==> config.mk <==
export PLATFORM = sky130hd
export DESIGN_NAME = vga_timing_pipe
export DESIGN_NICKNAME = d
export VERILOG_FILES = /design/src/rtl/vga_pkg.sv /design/src/rtl/vga_delay_line.sv /design/src/rtl/vga_timing_pipe.sv
export SDC_FILE = /design/constraint.sdc
export NUM_CORES = 1
export LEC_CHECK = 0
export ABC_CLOCK_PERIOD_IN_PS = 2000
export BUFFER_PORTS_ARGS = -buffer_cell sky130_fd_sc_hd__buf_4
export CAP_MARGIN = 10
export CORE_AREA = 2 2 92 76
export CTS_CLUSTER_DIAMETER = 80
export CTS_CLUSTER_SIZE = 40
export DETAILED_ROUTE_END_ITERATION = 8
export DIE_AREA = 0 0 94 78
export PLACE_DENSITY = 0.83
export REMOVE_ABC_BUFFERS = 1
export SLEW_MARGIN = 20
export SYNTH_ARGS = -nofsm -noshare
export SYNTH_HDL_FRONTEND = slang
export SYNTH_SLANG_ARGS = --single-unit
==> constraint.sdc <==
create_clock -name pclk -period 2 [get_ports pclk]
set_input_delay 0.4 -clock pclk [delete_from_list [all_inputs] [get_ports pclk]]
set_output_delay 0.4 -clock pclk [all_outputs]
set_load 0.02 [all_outputs]
==> src/rtl/vga_pkg.sv <==
// Shared timing constants, pixel types and helpers for the VGA timing pipeline.
// The defaults describe standard 640x480@60 with negative syncs and a two-cycle source.
package vga_pkg;

   localparam int DEF_COLOR_W  = 8;
   localparam int DEF_H_ACTIVE = 640;
   localparam int DEF_H_FP     = 16;
   localparam int DEF_H_SYNC   = 96;
   localparam int DEF_H_BP     = 48;
   localparam int DEF_V_ACTIVE = 480;
   localparam int DEF_V_FP     = 10;
   localparam int DEF_V_SYNC   = 2;
   localparam int DEF_V_BP     = 33;
   localparam int DEF_PIPE     = 2;

   localparam int COLOR_W = DEF_COLOR_W;

   typedef struct packed {
      logic [COLOR_W-1:0] r;
      logic [COLOR_W-1:0] g;
      logic [COLOR_W-1:0] b;
   } rgb_t;

   // Total line or frame length in pixel clocks or lines.
   function automatic int vgaTotal(input int active, input int fp, input int sync, input int bp);
      return active + fp + sync + bp;
   endfunction

endpackage

==> src/rtl/vga_delay_line.sv <==
// Enabled WIDTH x DEPTH shift register with asynchronous reset to RESET_VAL.
// Every stage is exposed so the caller can tap an intermediate delay.
module vga_delay_line #(
   parameter int               WIDTH     = 1,
   parameter int               DEPTH     = 1,
   parameter logic [WIDTH-1:0] RESET_VAL = '0
) (
   input  logic                        pclk,
   input  logic                        reset,
   input  logic                        en,
   input  logic [WIDTH-1:0]            i_data,
   output logic [DEPTH-1:0][WIDTH-1:0] o_stages
);

   logic [DEPTH-1:0][WIDTH-1:0] r_stages;

   always_ff @(posedge pclk or posedge reset) begin
      if (reset) begin
         r_stages <= {DEPTH{RESET_VAL}};
      end else if (en) begin
         r_stages[0] <= i_data;
         for (int i = 1; i < DEPTH; i++) begin
            r_stages[i] <= r_stages[i-1];
         end
      end
   end

   assign o_stages = r_stages;

endmodule

==> src/rtl/vga_timing_pipe.sv <==
// Parametrised VGA timing generator with a fetch look-ahead of PIPE cycles, so the
// colour from a latent pixel source leaves the block aligned with its sync and strobes.
module vga_timing_pipe
   import vga_pkg::*;
#(
   parameter int COLOR_W   = DEF_COLOR_W,
   parameter int H_ACTIVE  = DEF_H_ACTIVE,
   parameter int H_FP      = DEF_H_FP,
   parameter int H_SYNC    = DEF_H_SYNC,
   parameter int H_BP      = DEF_H_BP,
   parameter int V_ACTIVE  = DEF_V_ACTIVE,
   parameter int V_FP      = DEF_V_FP,
   parameter int V_SYNC    = DEF_V_SYNC,
   parameter int V_BP      = DEF_V_BP,
   parameter bit HSYNC_POL = 1'b0,
   parameter bit VSYNC_POL = 1'b0,
   parameter int PIPE      = DEF_PIPE
) (
   input  logic                 pclk,
   input  logic                 reset,
   input  logic                 en,
   input  logic [3*COLOR_W-1:0] vga_data,
   output logic                 req,
   output logic [9:0]           h_addr,
   output logic [9:0]           v_addr,
   output logic                 hsync,
   output logic                 vsync,
   output logic                 valid,
   output logic [COLOR_W-1:0]   vga_r,
   output logic [COLOR_W-1:0]   vga_g,
   output logic [COLOR_W-1:0]   vga_b,
   output logic                 line_start,
   output logic                 frame_start
);

   localparam int H_TOTAL  = vgaTotal(H_ACTIVE, H_FP, H_SYNC, H_BP);
   localparam int V_TOTAL  = vgaTotal(V_ACTIVE, V_FP, V_SYNC, V_BP);
   localparam int D        = PIPE + 1;
   localparam int CTRL_W   = 5;
   localparam int HS_START = H_ACTIVE + H_FP;
   localparam int HS_END   = H_ACTIVE + H_FP + H_SYNC;
   localparam int VS_START = V_ACTIVE + V_FP;
   localparam int VS_END   = V_ACTIVE + V_FP + V_SYNC;
   localparam logic [9:0] X_MAX = 10'(H_TOTAL - 1);
   localparam logic [9:0] Y_MAX = 10'(V_TOTAL - 1);

   generate
      if (H_TOTAL > 1024 || V_TOTAL > 1024 || PIPE < 0 || PIPE > 7) begin : g_badParams
         $error("vga_timing_pipe: totals must be <= 1024 and PIPE within 0..7");
      end
   endgenerate

   logic [9:0]                   r_x;
   logic [9:0]                   r_y;
   logic [3*COLOR_W-1:0]         r_rgb;
   logic                         w_req;
   logic                         w_hsRaw;
   logic                         w_vsRaw;
   logic                         w_colorReq;
   logic [CTRL_W-1:0]            w_ctrlIn;
   logic [CTRL_W-1:0]            w_ctrlOut;
   logic [D-1:0][CTRL_W-1:0]     w_stages;

   // Raster position: x advances every enabled cycle, y advances on each x wrap.
   always_ff @(posedge pclk or posedge reset) begin
      if (reset) begin
         r_x <= '0;
         r_y <= '0;
      end else if (en) begin
         if (r_x == X_MAX) begin
            r_x <= '0;
            r_y <= (r_y == Y_MAX) ? '0 : r_y + 10'd1;
         end else begin
            r_x <= r_x + 10'd1;
         end
      end
   end

   assign w_req   = (int'(r_x) < H_ACTIVE) && (int'(r_y) < V_ACTIVE);
   assign w_hsRaw = (int'(r_x) >= HS_START) && (int'(r_x) < HS_END);
   assign w_vsRaw = (int'(r_y) >= VS_START) && (int'(r_y) < VS_END);

   assign req    = w_req;
   assign h_addr = w_req ? r_x : '0;
   assign v_addr = w_req ? r_y : '0;

   assign w_ctrlIn = {w_req && (r_x == '0) && (r_y == '0),
                      w_req && (r_x == '0),
                      w_vsRaw, w_hsRaw, w_req};

   vga_delay_line #(
      .WIDTH     (CTRL_W),
      .DEPTH     (D),
      .RESET_VAL (CTRL_W'(0))
   ) u_delay (
      .pclk     (pclk),
      .reset    (reset),
      .en       (en),
      .i_data   (w_ctrlIn),
      .o_stages (w_stages)
   );

   assign w_ctrlOut = w_stages[D-1];

   // The colour register needs the request state one stage before the outputs,
   // which is the undelayed request itself when the source has no latency.
   generate
      if (PIPE == 0) begin : g_tapDirect
         assign w_colorReq = w_req;
      end else begin : g_tapLine
         assign w_colorReq = w_stages[PIPE-1][0];
      end
   endgenerate

   always_ff @(posedge pclk or posedge reset) begin
      if (reset) begin
         r_rgb <= '0;
      end else if (en) begin
         r_rgb <= w_colorReq ? vga_data : '0;
      end
   end

   assign valid       = w_ctrlOut[0];
   assign hsync       = w_ctrlOut[1] ? HSYNC_POL : !HSYNC_POL;
   assign vsync       = w_ctrlOut[2] ? VSYNC_POL : !VSYNC_POL;
   assign line_start  = w_ctrlOut[3];
   assign frame_start = w_ctrlOut[4];

   assign vga_r = r_rgb[3*COLOR_W-1:2*COLOR_W];
   assign vga_g = r_rgb[2*COLOR_W-1:COLOR_W];
   assign vga_b = r_rgb[COLOR_W-1:0];

endmodule

# After elaboration in Yosys (flattened, before gate mapping)
# Cells that the tools add are included.
[classes] add_sub_neg=2 reduce_logical=8 eq_ne=2 n_mux=7 magnitude_cmp=6
[op_table] op="$mux W10" n=4
[op_table] op="$mux W24" n=1
[op_table] op="$add A10 B1 Y10 const B" n=2
[op_table] op="$eq A10 B10 Y1 const B" n=2
[op_table] op="$logic_not A10 Y1" n=2
[op_table] op="$lt A10 B10 Y1 const B" n=2
[op_table] op="$lt A10 B9 Y1 const B" n=2
[op_table] op="$ge A10 B10 Y1 const B" n=1
[op_table] op="$ge A10 B9 Y1 const B" n=1
[op_table] op="$logic_and A1 B1 Y1" n=5
[op_table] op="$mux W1" n=2
[op_table] op="$reduce_and A2 Y1" n=1
[word_totals] wordCells=31 output_inout_bits=50 in_bits=27 register_bits=59

# Longest topological paths before layout
[depth] word_depth=4 mapped_depth=8 depth_no_buf=6

# Modules after synthesis
# Synthesis repeated with hierarchy kept, for this count alone.
[unflattened] hier_cells=282 area_unflattened_um2=2882.8
[by_module_without_submodules] module="vga_timing_pipe" seq_area_each_um2=1101.1 cells_per_inst=249 instances=1 area_each_um2=2265.9
[by_module_without_submodules] module="vga_delay_line" seq_area_each_um2=375.4 cells_per_inst=33 instances=1 area_each_um2=616.8

# Worst setup path after synthesis
# Ideal clock, no wire load.
[synth_path] kind="reg-to-output" start="register r_x[7]" end="output port h_addr[7]" path_slack_ns=-0.025 stages_incl_launch_ff=6 n_path_buf=2 arrival_time_ns=1.625 cell_sequence="dfrtp_1 > buf_6 > o21a_1 > nor3_2 > clkbuf_1 > and2_1"
[synth_via] elab_chain_cells=3
[synth_rtl] item="start, declared" line="vga_timing_pipe.sv:53" rtl="logic [9:0] r_x;"
[synth_rtl] item="start signal, assigned" line="vga_timing_pipe.sv:74" rtl="r_x <= r_x + 10'd1;"
[synth_rtl] item="$lt A10 B10 Y1" line="vga_timing_pipe.sv:79" rtl="assign w_req = (int'(r_x) < H_ACTIVE) && (int'(r_y) < V_ACTIVE);"
[synth_rtl] item="$logic_and A1 B1 Y1" line="vga_timing_pipe.sv:79"
[synth_rtl] item="net req" line="vga_timing_pipe.sv:23" rtl="output logic req,"
[synth_rtl] item="$mux W10" line="vga_timing_pipe.sv:84" rtl="assign h_addr = w_req ? r_x : '0;"
[synth_rtl] item="end, declared" line="vga_timing_pipe.sv:24" rtl="output logic [9:0] h_addr,"
# The timed path passes the listed nets, and every way through them passes these cells.

# Worst setup path in the final report
[layout_path] start="register r_y[8]" end="output port v_addr[3]"
[layout_via] elab_chain_cells=3
[layout_rtl] item="start, declared" line="vga_timing_pipe.sv:54" rtl="logic [9:0] r_y;"
[layout_rtl] item="start signal, assigned" line="vga_timing_pipe.sv:72" rtl="r_y <= (r_y == Y_MAX) ? '0 : r_y + 10'd1;"
[layout_rtl] item="$lt A10 B9 Y1" line="vga_timing_pipe.sv:79"
[layout_rtl] item="$logic_and A1 B1 Y1" line="vga_timing_pipe.sv:79"
[layout_rtl] item="$mux W10" line="vga_timing_pipe.sv:85" rtl="assign v_addr = w_req ? r_y : '0;"
[layout_rtl] item="end, declared" line="vga_timing_pipe.sv:25" rtl="output logic [9:0] v_addr,"
# Every way passes these cells.

==> reports/metrics.cfg <==
[status]
status=complete, but fails checks
violations=setup timing

[clock_network]
path_clk_slew_ns=0.06
clock-root-buffer=clkbuf_8
clk_path_buf_depth=2
cts_max_level=3
clk_latency_ns=0.34
cts.sinks=59
numCtsBuffers=9
cts_tree=built

[logic_synthesis]
async_flop_share_pct=100.0
synth_edf_count=0
synth_ff_type=dfrtp_1
syn_area_um2=2791
yosys.cell_types.count=41
seq_area_frac_synth_pct=52.89
ys_warn_count=0
synth_compound_area_share_pct=8.337
synthSimpleGateAreaFrac_pct=20.44
synth_fa_ha_area_share_pct=1.793
synth_xor_area_share_pct=3.138
synthCells=286
synth.avg_cell_area_um2=9.760
synth_top_family_by_area=simple AND/OR/NAND/NOR gates
synthMuxAreaShare_pct=4.796
synth_seq_cells=59

[final_layout]
layout_common_cells=80 x buf_4, 52 x dfrtp_1, 36 x nand2_1
drive_above_1_share_pct=40.89
nNetsFinal=410
finalNonFillerCells=468
synthToLayoutAreaGrowth_pct=40.12
n_antenna_cell=0
design_area_um2=3911
final_common_cell=buf_4

[power]
total_power_w=0.002792
p_leak_nw=1.868
p_per_area_nw_per_um2=713.8
vdd_drop_max_mv=0.4068

[timing]
finalMaxSlewViolations=0
hold_violations=0
setup_ws_ns=-0.1117
setup_viol=16
fmax_ghz=0.4736
min_period_over_period_pct=105.6
rsz0062_at_grt=true
worstMarginPinSlew_ns=0.5719
min_period_ns=2.112
clock_skew_ns=0.009202
slew_headroom_pct=61.82

[floorplan]
pin_count=77
start_util_pct=44.00
coreArea_um2=6344
core.rowCount=26
fp.dieW_um=94
die_y_um=78
dieArea_um2=7332

[critical_path]
cp-start-kind=flop
critPathCaptureType=primary output
slowest_stage=dfrtp_2
critPathTopFamily=simple AND/OR/NAND/NOR gates
crit_top_cell=buf_6
critPathKind=reg2out
required_ns=1.60
max_stage_delay_ns=0.44
path_max_fanout=6
crit_buf_inv=2
ff2ff_setup_slack_ns=0.14
r2r-end=r_y[8]$_DFFE_PP0P_
r2r-start=r_x[0]$_DFFE_PP0P_
worstRegToRegCells=5
worstPathCellList=and4_4 -> nor3_4 -> buf_6 -> and2_4 -> buf_6
cp.arrival_ns=1.71

[route]
drt-total-wl_um=6893
vias=2381
drc=0
firstDrtPassIters=4
drt_iter0_markers=118
ant_nets=0
avgRoutedWirePerCell_um=14.73
vias_per_cell=5.088

[placement]
dp_slack_ns=0.1869
placed_area_um2=3465
dp_cells=440
hpwl_um=4519
port_buffers=75
routabilityCongestion=0.8585

[hold_path]
hold_class=in2async

[global_routing]
grt_overflow=0
grt_use_total_pct=19.69
grt_max_degree=34
grt_pass1_vias=2357
antenna_found_initial=0
grt_pass1_wl_um=11130

[job]
drv_cap=0

==> routing by layer <==
layer,vias up,global-route usage (%),wire length (um)
li1,1128,-,-
met1,1145,26.28,3075
met2,89,29.57,3201
met3,19,6.019,441
met4,0,8.696,174
met5,-,0,0
==> state kept, by name, indices dropped and copies added (netlist names) <==
register and count:
u_delay.o_stages 15, r_x 10, r_rgb 24, r_y 10
==> cell families after synthesis <==
| family | after synthesis |
|---|---|
| other | 1 |
| and+or+nand+nor | 104 |
| xor gates and xnor gates | 10 |
| DFF | 59 |
| muxes | 12 |
| adders and majority gates | 4 |
| AOI/OAI and AO/OA | 43 |
| buffers and inverters | 53 |
==> Yosys cell counts (all sizes together), types with 2 or more instances <==
library cell | n | area [um^2]
dfrtp | 59 | 1476
xor2 | 3 | 26.28
nand4 | 8 | 56.30
nor3 | 3 | 20.02
clkbuf | 8 | 30.03
a21oi | 2 | 10.01
and2 | 17 | 107.6
a31oi | 2 | 12.51
nor2b | 2 | 12.51
and3 | 3 | 20.02
ha | 4 | 50.05
nand3 | 9 | 45.04
o22ai | 2 | 12.51
nand2 | 36 | 135.1
nor2 | 10 | 37.54
nor4 | 5 | 31.28
and4 | 3 | 26.28
o21ai | 33 | 165.2
mux2 | 11 | 123.9
nor4b | 3 | 41.29
o31ai | 2 | 15.01
xnor2 | 7 | 61.31
inv | 35 | 131.4
nand4b | 2 | 17.52
buf | 10 | 75.06
==> worst max-delay path by stage <==
stage,startpoint,endpoint,slack (ns),depth (start not counted)
2_1_floorplan,r_x[7]$_DFFE_PP0P_,h_addr[2],-0.03,3
3_3_place_gp,r_y[7]$_DFFE_PP0P_,h_addr[2],0.23,5
3_5_place_dp,en,r_rgb[1]$_DFFE_PP0P_,0.19,7
4_1_cts,r_x[8]$_DFFE_PP0P_,h_addr[3],-0.10,5
5_1_grt,r_y[9]$_DFFE_PP0P_,v_addr[3],-0.18,4
6_report,r_y[8]$_DFFE_PP0P_,v_addr[3],-0.11,5
==> report_power, final <==
part,internal [W],switching [W]
clock network,0.000602,0.000451
logic,0.000162,0.000206
registers,0.00126,0.000108
total,0.00203,0.000765
==> metrics by stage <==
step                util [%]  setup TNS (ns)  hold WS [ns]
CTS                    60.24          -1.319        0.1321
detailed placement     54.62               0        0.4696
global route           61.66          -2.558        0.1599
global placement       54.62               0        0.4640
finish                 61.66          -1.453        0.1286
floorplan                  -         -0.4772        0.4481
==> final cells by class <==
cell class / instances / area (um^2)
clock inverters: 5 / 52.55
multi-input cells: 174 / 1161
flip-flops and latches: 59 / 1485
clock buffers: 11 / 141.4
inverters: 35 / 131.4
fillers: 526 / 2432
well taps: 84 / 105.1
repair buffers: 100 / 834.6
==> what timing repair did <==
| action | in CTS | in global routing |
|---|---|---|
| setup endpoints to repair | 15 | 19 |
| gates cloned | 1 | 0 |
| pin swaps | 6 | 5 |
| resized for setup | 44 | 8 |
| setup buffers | 4 | 7 |
| hold buffers | 0 | 0 |
Note: power is estimated with default switching activity, not from simulation.
